**src/rtl/cv32e40p_pkg.sv**
```systemverilog
// Shared types for the TMR voter manager: voting-mode encoding.
// Latency: n/a (types only).  Backpressure: n/a.
package cv32e40p_pkg;

    typedef enum logic [1:0] {
        TMR_FULL = 2'b00,
        TMR_DMR  = 2'b01,
        TMR_FAIL = 2'b10
    } tmr_mode_e;

endpackage

```
**src/rtl/voter.sv**
```systemverilog
// Bitwise 2-of-3 majority with per-replica disagreement flags.
// Latency: combinational.  Backpressure: none.
module voter #(
    parameter int unsigned WIDTH = 32
) (
    input  logic [WIDTH-1:0] in1_i,
    input  logic [WIDTH-1:0] in2_i,
    input  logic [WIDTH-1:0] in3_i,
    output logic [WIDTH-1:0] vote_o,
    output logic [2:0]       mismatch_o
);

    always_comb begin
        vote_o        = (in1_i & in2_i) | (in1_i & in3_i) | (in2_i & in3_i);
        mismatch_o[0] = (in1_i != vote_o);
        mismatch_o[1] = (in2_i != vote_o);
        mismatch_o[2] = (in3_i != vote_o);
    end

endmodule

```
**src/rtl/cv32e40p_tmr_voter_mgr.sv**
```systemverilog
// TMR voter with mismatch attribution, channel retirement and TMR->DMR->FAIL degradation.
// Latency: vote_o/fault_o combinational; status registered one cycle after the valid sample.
// Backpressure: none; every valid sample is consumed, valid_i low freezes bookkeeping.
module cv32e40p_tmr_voter_mgr
    import cv32e40p_pkg::*;
#(
    parameter int unsigned WIDTH       = 32,
    parameter int unsigned PERM_THRESH = 4,
    parameter int unsigned CNT_W       = 8
) (
    input  logic             clk,
    input  logic             rst_n,
    input  logic             valid_i,
    input  logic             clear_i,
    input  logic [WIDTH-1:0] in1_i,
    input  logic [WIDTH-1:0] in2_i,
    input  logic [WIDTH-1:0] in3_i,
    output logic [WIDTH-1:0] vote_o,
    output logic             fault_o,
    output logic             uncorrectable_o,
    output logic [2:0]       ch_fail_o,
    output tmr_mode_e        mode_o,
    output logic [CNT_W-1:0] err_cnt_o
);

    // Counters only ever hold 0..PERM_THRESH-1: reaching the threshold retires and clears.
    localparam int unsigned CW = (PERM_THRESH > 1) ? $clog2(PERM_THRESH) : 1;
    localparam logic [CW-1:0] THR_M1 = CW'(PERM_THRESH - 1);

    tmr_mode_e              mode_q, mode_d;
    logic [2:0]             ch_fail_q, ch_fail_d;
    logic [2:0][CW-1:0]     cnt_q, cnt_d;
    logic [CW-1:0]          pair_cnt_q, pair_cnt_d;
    logic [CNT_W-1:0]       err_cnt_q, err_cnt_d;
    logic                   unc_q, unc_d;

    logic [WIDTH-1:0]       maj;
    logic [2:0]             mis;
    logic [1:0]             n_mis;
    logic [WIDTH-1:0]       hp_a, hp_b;

    voter #(.WIDTH(WIDTH)) u_voter (
        .in1_i      (in1_i),
        .in2_i      (in2_i),
        .in3_i      (in3_i),
        .vote_o     (maj),
        .mismatch_o (mis)
    );

    always_comb begin
        // Healthy pair in index order; hp_a is the lowest-index survivor.
        if (ch_fail_q[0]) begin
            hp_a = in2_i;
            hp_b = in3_i;
        end else if (ch_fail_q[1]) begin
            hp_a = in1_i;
            hp_b = in3_i;
        end else begin
            hp_a = in1_i;
            hp_b = in2_i;
        end

        if (mode_q == TMR_FULL) begin
            vote_o  = maj;
            fault_o = |mis;
        end else begin
            vote_o  = hp_a;
            fault_o = (hp_a != hp_b);
        end

        n_mis = {1'b0, mis[0]} + {1'b0, mis[1]} + {1'b0, mis[2]};
    end

    always_comb begin
        mode_d     = mode_q;
        ch_fail_d  = ch_fail_q;
        cnt_d      = cnt_q;
        pair_cnt_d = pair_cnt_q;
        err_cnt_d  = err_cnt_q;
        unc_d      = 1'b0;

        if (clear_i) begin
            mode_d     = TMR_FULL;
            ch_fail_d  = 3'b000;
            cnt_d      = '0;
            pair_cnt_d = '0;
            err_cnt_d  = '0;
        end else if (valid_i) begin
            if (fault_o && (err_cnt_q != {CNT_W{1'b1}})) begin
                err_cnt_d = err_cnt_q + 1'b1;
            end

            unique case (mode_q)
                TMR_FULL: begin
                    if (n_mis == 2'd0) begin
                        cnt_d = '0;
                    end else if (n_mis == 2'd1) begin
                        for (int k = 0; k < 3; k++) begin
                            if (!mis[k]) begin
                                cnt_d[k] = '0;
                            end else if (cnt_q[k] == THR_M1) begin
                                ch_fail_d[k] = 1'b1;
                                mode_d       = TMR_DMR;
                            end else begin
                                cnt_d[k] = cnt_q[k] + 1'b1;
                            end
                        end
                        if (mode_d == TMR_DMR) begin
                            cnt_d = '0;
                        end
                    end else begin
                        // Multi-channel divergence: no attribution possible, counters hold.
                        unc_d = 1'b1;
                    end
                end
                TMR_DMR: begin
                    if (fault_o) begin
                        unc_d = 1'b1;
                        if (pair_cnt_q == THR_M1) begin
                            mode_d     = TMR_FAIL;
                            pair_cnt_d = '0;
                        end else begin
                            pair_cnt_d = pair_cnt_q + 1'b1;
                        end
                    end else begin
                        pair_cnt_d = '0;
                    end
                end
                TMR_FAIL: begin
                    unc_d = fault_o;
                end
                default: begin
                    mode_d = TMR_FAIL;
                end
            endcase
        end
    end

    always_ff @(posedge clk) begin
        if (!rst_n) begin
            mode_q     <= TMR_FULL;
            ch_fail_q  <= 3'b000;
            cnt_q      <= '0;
            pair_cnt_q <= '0;
            err_cnt_q  <= '0;
            unc_q      <= 1'b0;
        end else begin
            mode_q     <= mode_d;
            ch_fail_q  <= ch_fail_d;
            cnt_q      <= cnt_d;
            pair_cnt_q <= pair_cnt_d;
            err_cnt_q  <= err_cnt_d;
            unc_q      <= unc_d;
        end
    end

    assign uncorrectable_o = unc_q;
    assign ch_fail_o       = ch_fail_q;
    assign mode_o          = mode_q;
    assign err_cnt_o       = err_cnt_q;

endmodule

```
**config.mk**
```make
export PLATFORM = sky130hd
export DESIGN_NAME = cv32e40p_tmr_voter_mgr
export DESIGN_NICKNAME = d
export VERILOG_FILES = /design/src/rtl/cv32e40p_pkg.sv /design/src/rtl/voter.sv /design/src/rtl/cv32e40p_tmr_voter_mgr.sv
export SDC_FILE = /design/constraint.sdc
export NUM_CORES = 1
export LEC_CHECK = 0
export ABC_AREA = 1
export CAP_MARGIN = 20
export CORE_ASPECT_RATIO = 0.6
export CORE_MARGIN = 2
export CORE_UTILIZATION = 40
export CTS_CLUSTER_DIAMETER = 60
export DETAILED_ROUTE_END_ITERATION = 7
export PLACE_DENSITY = 0.69
export SYNTH_ARGS = -nofsm -noshare
export SYNTH_HDL_FRONTEND = slang
export SYNTH_SLANG_ARGS = --single-unit
```
**constraint.sdc**
```tcl
create_clock -name clk -period 4.6 [get_ports clk]
set_input_delay 0.92 -clock clk [delete_from_list [all_inputs] [get_ports clk]]
set_output_delay 0.92 -clock clk [all_outputs]
set_load 0.01 [all_outputs]
```
; ---- Word-level counts from Yosys, hierarchy flattened
; Index checks and enable logic that the tools add are counted.
[totals]
regBits = 22
input_bits = 100
out_inout_bits = 47
wordCells = 98
[op_classes]
addsub = 7
eq_ne = 20
n_mux = 36
bitwise = 9
n_reduce_logical = 16
[ops]
columns = op, n
row1 = 32-bit two-way mux, 4
row2 = 32-bit inequality test, 4
row3 = 32-bit AND, 3
row4 = 32-bit bitwise OR, 2
row5 = 2-bit two-way mux, 23
row6 = 6-bit AND reduction, 4
row7 = 6-bit two-way mux, 3
row8 = "4-bit by 3-bit inequality test with 1-bit output, second input constant", 3
row9 = 4-bit AND reduction, 3
row10 = "2-bit == test, second input constant", 5
row11 = "2-bit by 1-bit adder with 2-bit output, second input constant", 4
row12 = "8-bit by 1-bit adder with 8-bit output, second input constant", 1
row13 = "8-bit inequality test, second input constant", 1
row14 = "2-bit by 1-bit == test with 1-bit output, second input constant", 3
row15 = "2-bit inequality test, second input constant", 3
row16 = 2-bit one-hot mux with 3 select lines, 1
row17 = 3-bit OR reduction, 2
row18 = 2-bit logical NOT, 2
row19 = 1-bit two-way mux, 4
row20 = 1-bit inverter, 4
row21 = 2-bit AND reduction, 2
row22 = 1-bit one-hot mux with 3 select lines, 1
row23 = 1-bit by 1-bit adder with 2-bit output, 1
row24 = 2-bit by 1-bit adder with 2-bit output, 1
row25 = other kinds (4), 4

; ---- Longest topological paths before layout
; Gate-level depths: netlist of the first run.
[logic_depth]
depth_word = 18
ltp_mapped = 18
depth_no_buf = 17

; ---- Hierarchy
; From an unflattened synthesis of the first run, not the netlist that was laid out.
[unflattened]
cells_unflattened = 1127
hier_area_um2 = 5332.6
[modules_own_cells]
columns = module, instances, cells_per_inst, area_per_inst_um2, seq_area_each_um2
row1 = cv32e40p_tmr_voter_mgr, 1, 605, 3094.2, 440.4
row2 = voter, 1, 522, 2238.4, 0.0

; ---- Least setup slack after synthesis of the first run
; OpenSTA, ideal clock, no wires.
[synth_path]
path_kind = input-to-reg
start = input port in2_i[21]
end = register mode_q[0] (netlist: mode_o[0])
setup_time_ns = 0.115
arrival_time_ns = 3.134
required_ns = 4.485
slack_ns = 1.351
stages = 16
path_buffers = 0
cell_sequence = inv_1 -> o21ai_0 -> nand2_1 -> nand2_1 -> nor2_1 -> nand2_1 -> nor2_1 -> nand2_1 -> inv_1 -> fa_1 -> inv_1 -> a21oi_1 -> a2111oi_0 -> nand3_1 -> nand2_1 -> nor2_1
[synth_between]
elab_chain_cells = 17
word_cells_on_any_way = 34
classes_between = add/sub: 2 / eq/ne: 8 / mux: 17 / bitwise: 4 / reduce/logical: 3
[synth_lines]
columns = element, line
row1 = "start, declared", cv32e40p_tmr_voter_mgr.sv:16  ; input logic [WIDTH-1:0] in2_i,
row2 = 32-bit AND, voter.sv:14  ; vote_o = (in1_i & in2_i) | (in1_i & in3_i) | (in2_i & in3_i);
row3 = 32-bit bitwise OR (2 in a row), voter.sv:14
row4 = 32-bit inequality test, voter.sv:15  ; mismatch_o[0] = (in1_i != vote_o);
row5 = 2-bit two-way mux, cv32e40p_tmr_voter_mgr.sv:99  ; if (!mis[k]) begin
row6 = 2-bit two-way mux, cv32e40p_tmr_voter_mgr.sv:101  ; end else if (cnt_q[k] == THR_M1) begin
row7 = 2-bit two-way mux, cv32e40p_tmr_voter_mgr.sv:99
row8 = 2-bit two-way mux, cv32e40p_tmr_voter_mgr.sv:101
row9 = 2-bit two-way mux, cv32e40p_tmr_voter_mgr.sv:99
row10 = 2-bit two-way mux, cv32e40p_tmr_voter_mgr.sv:97  ; end else if (n_mis == 2'd1) begin
row11 = 2-bit two-way mux, cv32e40p_tmr_voter_mgr.sv:95  ; if (n_mis == 2'd0) begin
row12 = 2-bit two-way mux, cv32e40p_tmr_voter_mgr.sv:93  ; unique case (mode_q)
row13 = 2-bit two-way mux, cv32e40p_tmr_voter_mgr.sv:88  ; end else if (valid_i) begin
row14 = 2-bit two-way mux, cv32e40p_tmr_voter_mgr.sv:82  ; if (clear_i) begin
row15 = 2-bit two-way mux, cv32e40p_tmr_voter_mgr.sv:97
row16 = 2-bit two-way mux, cv32e40p_tmr_voter_mgr.sv:95
row17 = 2-bit one-hot mux with 3 select lines, cv32e40p_tmr_voter_mgr.sv:93
row18 = "end signal, assigned", cv32e40p_tmr_voter_mgr.sv:148  ; mode_q <= mode_d;
row19 = "end, declared", cv32e40p_tmr_voter_mgr.sv:30  ; tmr_mode_e mode_q, mode_d;
; Parallel ways exist; a longest one is shown, timed or not. The select of a mux whose other input is x is not followed.
; A chain may end at the register's enable or synchronous reset.

; ---- Final worst setup path of the first run
[layout_path]
start = input port in3_i[30]
end = output port fault_o
[layout_between]
elab_chain_cells = 6
word_cells_on_any_way = 12
classes_between = eq/ne: 4 / mux: 3 / bitwise: 4 / reduce/logical: 1
[layout_lines]
columns = element, line
row1 = "start, declared", cv32e40p_tmr_voter_mgr.sv:17  ; input logic [WIDTH-1:0] in3_i,
row2 = 32-bit AND, voter.sv:14
row3 = 32-bit bitwise OR (2 in a row), voter.sv:14
row4 = "32-bit inequality test, on equally long branches", "voter.sv:15, voter.sv:16, voter.sv:17"
row5 = 3-bit OR reduction, cv32e40p_tmr_voter_mgr.sv:65  ; fault_o = |mis;
row6 = 1-bit two-way mux *, cv32e40p_tmr_voter_mgr.sv:63  ; if (mode_q == TMR_FULL) begin
row7 = "end, declared", cv32e40p_tmr_voter_mgr.sv:19  ; output logic fault_o,
; Every way passes the cells marked *; elsewhere a longest branch is shown, timed or not.

==> impl_metrics.env, run 1 <==
export IMPL_worstSetupStartpointType="input pin"
export IMPL_leakagePower_uw=0.00350
export IMPL_p_int_uw=570
export IMPL_rows=31
export IMPL_cts_made_buffers=3
export IMPL_vias_per_cell=5.29
export IMPL_worst_setup_path_type="in2out"
export IMPL_via_count=7144
export IMPL_clk_path_buf_depth=2
export IMPL_numPortBuffers=146
export IMPL_endpoint_kind="output port"
export IMPL_ys_async_sr_fraction_pct=0
export IMPL_gp_congestion=0.946
export IMPL_synth_area_leaders="nand2_1 30%, nand3_1 15%, inv_1 11%"
export IMPL_syn_area_sq_um=5020
export IMPL_p_seq_share_pct=21.0
export IMPL_ff_latch_area_sq_um=442
export IMPL_syn_num_nets=1160
export IMPL_worstHoldPathType="reg2reg"
export IMPL_num_antenna_cells=0
export IMPL_ctsResizeCount=0
export IMPL_syn_avg_cell_area_sq_um=4.78
export IMPL_fp_dieH_um=90.8
export IMPL_maxClockFrequency_mhz=229
export IMPL_final_nets=1296
export IMPL_fin_area_sq_um=6730
export IMPL_fillers=1270
export IMPL_worstPathMaxFanout=6
export IMPL_grt_max_degree=52
export IMPL_power_switching_uw=347
export IMPL_synth_seq_area_share_pct=8.77
export IMPL_num_io_pins=147
export IMPL_synth_seq_cells=22
export IMPL_cts_root_buf="clkbuf_16"
export IMPL_synth_cells=1050
export IMPL_setup_viol=0
export IMPL_p_per_area_nw_per_um2=136
export IMPL_status="complete, no violations"
export IMPL_reg2reg_slack_ns=1.75
export IMPL_hpwl_um=15600
export IMPL_ys_warn_count=0
export IMPL_period_needed_ns=4.37
export IMPL_grt_ovfl_total=0
export IMPL_grt_pass1_vias=5971
export IMPL_cts_sinks=22
export IMPL_worstMarginPinSlew_ns=0.831
export IMPL_skew_ns=0.00281
export IMPL_synth_cell_type_count=30
export IMPL_h_tree_depth=1
export IMPL_place_area_sq_um=6620
export IMPL_finalWirelength_um=19200
export IMPL_clkTransAtPathRegs_ns=0.06
export IMPL_combPwrFrac_pct=51.3
export IMPL_rsz0062_at_grt="no"
export IMPL_core_area_sq_um=12100
export IMPL_cts_hold_buffers=0
export IMPL_start_util_pct=41.4
export IMPL_relSlewSlack_pct=44.6
export IMPL_ant_nets=0
export IMPL_first_pass_iters=5
export IMPL_p_sw_share_pct=37.9
export IMPL_multi_input_area_sq_um=3880
export IMPL_cts_tree="built"
export IMPL_die_w_um=149
export IMPL_clock_latency_ns=0.27
export IMPL_tns_ns=0
export IMPL_slew_violations=0
export IMPL_yosysTopAreaCell="nand2_1"
export IMPL_grt_pass1_wl_um=30900
export IMPL_wire_per_inst_um=14.2
export IMPL_ir_worst_vdd_mv=0.122
export IMPL_synth_edff_count=0
export IMPL_cap_violations=0
export IMPL_cp_arrival_ns=3.45
export IMPL_power_frac_clock_pct=27.8
export IMPL_synth_ff_type="dfxtp_1"
export IMPL_antenna_found_initial=0
export IMPL_die_area_sq_um=13500
export IMPL_required_ns=3.68
export IMPL_area_growth_pct=34.0
export IMPL_track_usage_pct=28.4
export IMPL_post_route_drc_count=0
export IMPL_fin_crit_sh_pct=94.9
export IMPL_yosysTopAreaCellShare_pct=29.5
export IMPL_cts_setup_buffers=0
export IMPL_drt_iter0_markers=737
export IMPL_hold_viol_final=0
export IMPL_drive_gt1_share_pct=1.86
## state kept, by name, summed over array words and instances (netlist names)
register / count
ch_fail_o: 3
cnt_q: 6
err_cnt_o: 8
mode_o: 2
pair_cnt_q: 2
uncorrectable_o: 1
## kinds of logic (layout without fill, tap and decap cells)
family,Yosys count,after routing,synth area share [%]
buffers and inverters,173,308,14.0
DFF,22,22,8.77
AOI/OAI and AO/OA,170,170,17.9
xor gates and xnor gates,9,9,1.57
adders and majority gates,10,10,2.64
and+or+nand+nor,666,666,55.1
## layout make-up
| cell class | count | area share (%) |
|---|---|---|
| multi-input cells | 855 | 57.6 |
| repair buffers | 154 | 22.8 |
| inverters | 150 | 8.37 |
| flip-flops and latches | 22 | 6.56 |
| well taps | 165 | 3.07 |
| clock buffers | 3 | 1.12 |
| clock inverters | 1 | 0.446 |
## path summary, 6_finish.rpt
kind                                      to  depth (start not counted)          from
worst max-delay path                 fault_o                         13     in3_i[30]
worst min-delay path            ch_fail_o[2]                          1  ch_fail_o[2]
worst max register to register  err_cnt_o[0]                         17  ch_fail_o[0]
worst min register to register  ch_fail_o[2]                          1  ch_fail_o[2]
## power groups by stage
stage               Sequential [uW]  Combinational, uW  Clock, uW
global placement                196                458          0
floorplan                       197                223          0
CTS                             192                462        258
finish                          192                470        255
global route                    192                524        266
detailed placement              196                459          0
## synthesized netlist by cell type (all sizes together) (2+ instances only)
master	instances
a31oi	25
nor2	93
inv	150
nand4	9
nand3	154
dfxtp	22
clkbuf	8
ha	9
xor2	5
xnor2	4
a21oi	30
nand3b	3
o21ai	110
nand2	397
nor3	5
or2	5
o211ai	2
buf	15
## metal layers
metal  wire length, um  up-vias  GRT usage, %  share of wire (%)
met5                 0        -             0                  0
met4               130        0          2.94               0.68
met3              2380       10          5.86                 12
met2              6840      372          37.8                 36
met1              9860     3108          46.5                 51
li1                  -     3654             -                  -
## layout by cell type (no fill, tap or decap), types with 7 or more instances in the layout
cell and n:
buf_4 7, nand2_1 395, ha_1 8, o21ai_0 107, nand4_1 9, a31oi_1 25
a21oi_1 30, inv_1 148, dfxtp_1 21, nor2_1 92, nand3_1 154, clkdlybuf4s50_1 146
## critical path: stages
cell and delay, ns:
clkdlybuf4s50_1 0.57, o21ai_0 0.15, nand2_1 0.20, nand2_1 0.08, nor2_1 0.17, nand2_1 0.07, nor2_1 0.23, nand2_1 0.21
nor2_1 0.13, nand3_1 0.08, nand2_1 0.11, inv_2 0.05, clkdlybuf4s50_1 0.47
## through the flow
step / std cells / hold slack, ns / utilization [%] / setup WS (ns) / power [uW]
6_report: 1350 / 0.464 / 55.4 / 0.233 / 917
5_1_grt: 1350 / 0.500 / 55.4 / 0.0593 / 982
4_1_cts: 1350 / 0.470 / 55.4 / 0.321 / 912
3_5_place_dp: 1346 / 0.455 / 54.6 / 0.330 / 656
3_3_place_gp: 1346 / 0.449 / 54.6 / 0.364 / 654
2_1_floorplan: 1050 / 0.448 / - / 1.35 / 419
Power figures use the tool's default switching activity.
==> run 2: changes to the inputs <==
- PLACE_DENSITY: 0.69 -> default
- PLACE_DENSITY_LB_ADDON: default -> 0.05
==> run 2 against run 1 <==
  * Fmax increased by 0.65%
  * Non-clock buffer count unchanged
  * Wire length decreased by 2.6%
  * Via count decreased by 0.92%
  * Power decreased by 7.3%
  * Clock skew decreased by 0.0015 ns
  * Sequential share of layout area about the same
  * First-iteration DRC count increased by 0.68%
  * Worst hold slack improved by 0.0092 ns
  * Clock-buffer cell count unchanged
  * Clock power decreased by 26%
  * Critical endpoint unchanged
==> impl_metrics.env, run 2 (synthesis gave the netlist of run 1 again) <==
export IMPL_start_util_pct=41.4
export IMPL_gp_congestion=0.975
export IMPL_antenna_found_initial=0
export IMPL_endpoint_kind="output port"
export IMPL_worstSetupStartpointType="input pin"
export IMPL_vias_per_cell=5.25
export IMPL_area_growth_pct=33.4
export IMPL_fp_dieH_um=90.8
export IMPL_die_w_um=149
export IMPL_multi_input_area_sq_um=3880
export IMPL_grt_pass1_wl_um=29900
export IMPL_layout_commonest_cell="nand2_1"
export IMPL_clkTransAtPathRegs_ns=0.06
export IMPL_worst_setup_path_type="in2out"
export IMPL_fin_crit_sh_pct=94.3
export IMPL_via_count=7078
export IMPL_worstHoldPathType="reg2reg"
export IMPL_grt_pass1_vias=5943
export IMPL_ff_latch_area_sq_um=442
export IMPL_ctsResizeCount=0
export IMPL_path_cells="clkdlybuf4s50_1 > o21ai_0 > nand2_1 > nand2_1 > nor2_1 > nand2_1 > nor2_1 > nand2_1 > nor2_1 > nand3_1 > nand2_1 > inv_2 > clkdlybuf4s50_1"
export IMPL_maxClockFrequency_mhz=230
export IMPL_rows=31
export IMPL_p_per_area_nw_per_um2=127
export IMPL_cts_hold_buffers=0
export IMPL_leakagePower_uw=0.00349
export IMPL_critPathTopFamily="simple AND/OR/NAND/NOR gates"
export IMPL_slew_violations=0
export IMPL_cp_slowest_cell="clkdlybuf4s50_1"
export IMPL_finalWirelength_um=18700
export IMPL_h_tree_depth=1
export IMPL_largest_reg_flops=8
export IMPL_ant_nets=0
export IMPL_status="complete, no violations"
export IMPL_ir_worst_vdd_mv=0.103
export IMPL_total_power_uw=851
export IMPL_required_ns=3.68
export IMPL_wire_per_inst_um=13.9
export IMPL_grt_ovfl_total=0
export IMPL_cts_root_buf="clkbuf_16"
export IMPL_die_area_sq_um=13500
export IMPL_final_nets=1296
export IMPL_cts_made_buffers=3
export IMPL_first_pass_iters=5
export IMPL_grt_max_degree=36
export IMPL_tns_ns=0
export IMPL_worstMarginPinSlew_ns=0.788
export IMPL_drt_iter0_markers=742
export IMPL_cpMostUsedCell="nand2_1"
export IMPL_relSlewSlack_pct=47.5
export IMPL_cts_setup_buffers=0
export IMPL_drive_gt1_share_pct=1.77
export IMPL_hpwl_um=15300
export IMPL_numPortBuffers=146
export IMPL_track_usage_pct=27.4
export IMPL_clock_latency_ns=0.26
export IMPL_cap_violations=0
export IMPL_worst_path_buf_inv=3
export IMPL_hold_viol_final=0
export IMPL_cp_arrival_ns=3.42
export IMPL_setup_viol=0
export IMPL_cts_sinks=22
export IMPL_worstPathMaxFanout=6
export IMPL_fillers=1288
export IMPL_rsz0062_at_grt="no"
export IMPL_skew_ns=0.00134
export IMPL_clk_path_buf_depth=2
export IMPL_core_area_sq_um=12100
export IMPL_post_route_drc_count=0
export IMPL_period_needed_ns=4.34
export IMPL_num_io_pins=147
export IMPL_max_stage_delay_ns=0.59
export IMPL_cts_tree="built"
export IMPL_layout_common_cells="395 x nand2_1, 154 x nand3_1, 148 x inv_1"
export IMPL_num_antenna_cells=0
-- run 2: cell count changes in the layout (fill, tap and decap cells not counted), sizes merged --
cell	before	now
bufinv	1	0
-- run 2: worst register-to-register path: stages, from the launching register on --
cell	delay, ns
dfxtp_2	0.72
buf_4	0.45
nand2_1	0.10
o21ai_0	0.18
inv_1	0.08
nand2_1	0.06
nand2_1	0.09
inv_1	0.07
nand2_1	0.04
nor2_1	0.09
nand2_1	0.06
nor2_1	0.09
nand3_1	0.10
nand2_1	0.11
inv_2	0.06
buf_4	0.19
nand2_4	0.12
nand2_1	0.07
a21oi_1	0.13
-- run 2: worst paths after layout --
kind	slack (ns)	start	end	cells after the start
max	0.26	in2_i[16]	fault_o	13
min	0.47	ch_fail_o[2]	ch_fail_o[2]	1
max reg2reg	1.70	ch_fail_o[0]	err_cnt_o[7]	18
min reg2reg	0.47	ch_fail_o[2]	ch_fail_o[2]	1
-- run 2: layout make-up --
cell class,count,area share [%]
clock buffer,3,1.12
inverter,150,8.40
multi-input combinational,855,57.9
sequential,22,6.59
tap,165,3.08
timing repair buffer,154,22.9
-- run 2: stage by stage --
stage	hold WS (ns)	area, sq um	worst slack (ns)	util, %	instances
after global routing	0.503	6700	0.113	55.2	1349
final	0.473	6700	0.261	55.2	1349
after CTS	0.479	6700	0.321	55.2	1349
after floorplan	0.448	5020	1.35	-	1050
after global placement	0.452	6620	0.360	54.6	1346
after detailed placement	0.465	6620	0.323	54.6	1346
-- run 2: metal layers --
layer  wire length, um  global-route usage, %  vias up
li1                  -                      -     3658
met3              2170                   4.29        6
met5                 0                      0        -
met1              9510                   45.3     3082
met4                70                   1.19        0
met2              6980                   37.5      332
-- run 2: power breakdown --
part / internal (uW) / switching [uW]
Clock: 115 / 73.5
Sequential: 191 / 0.659
Combinational: 205 / 265
Total: 512 / 339
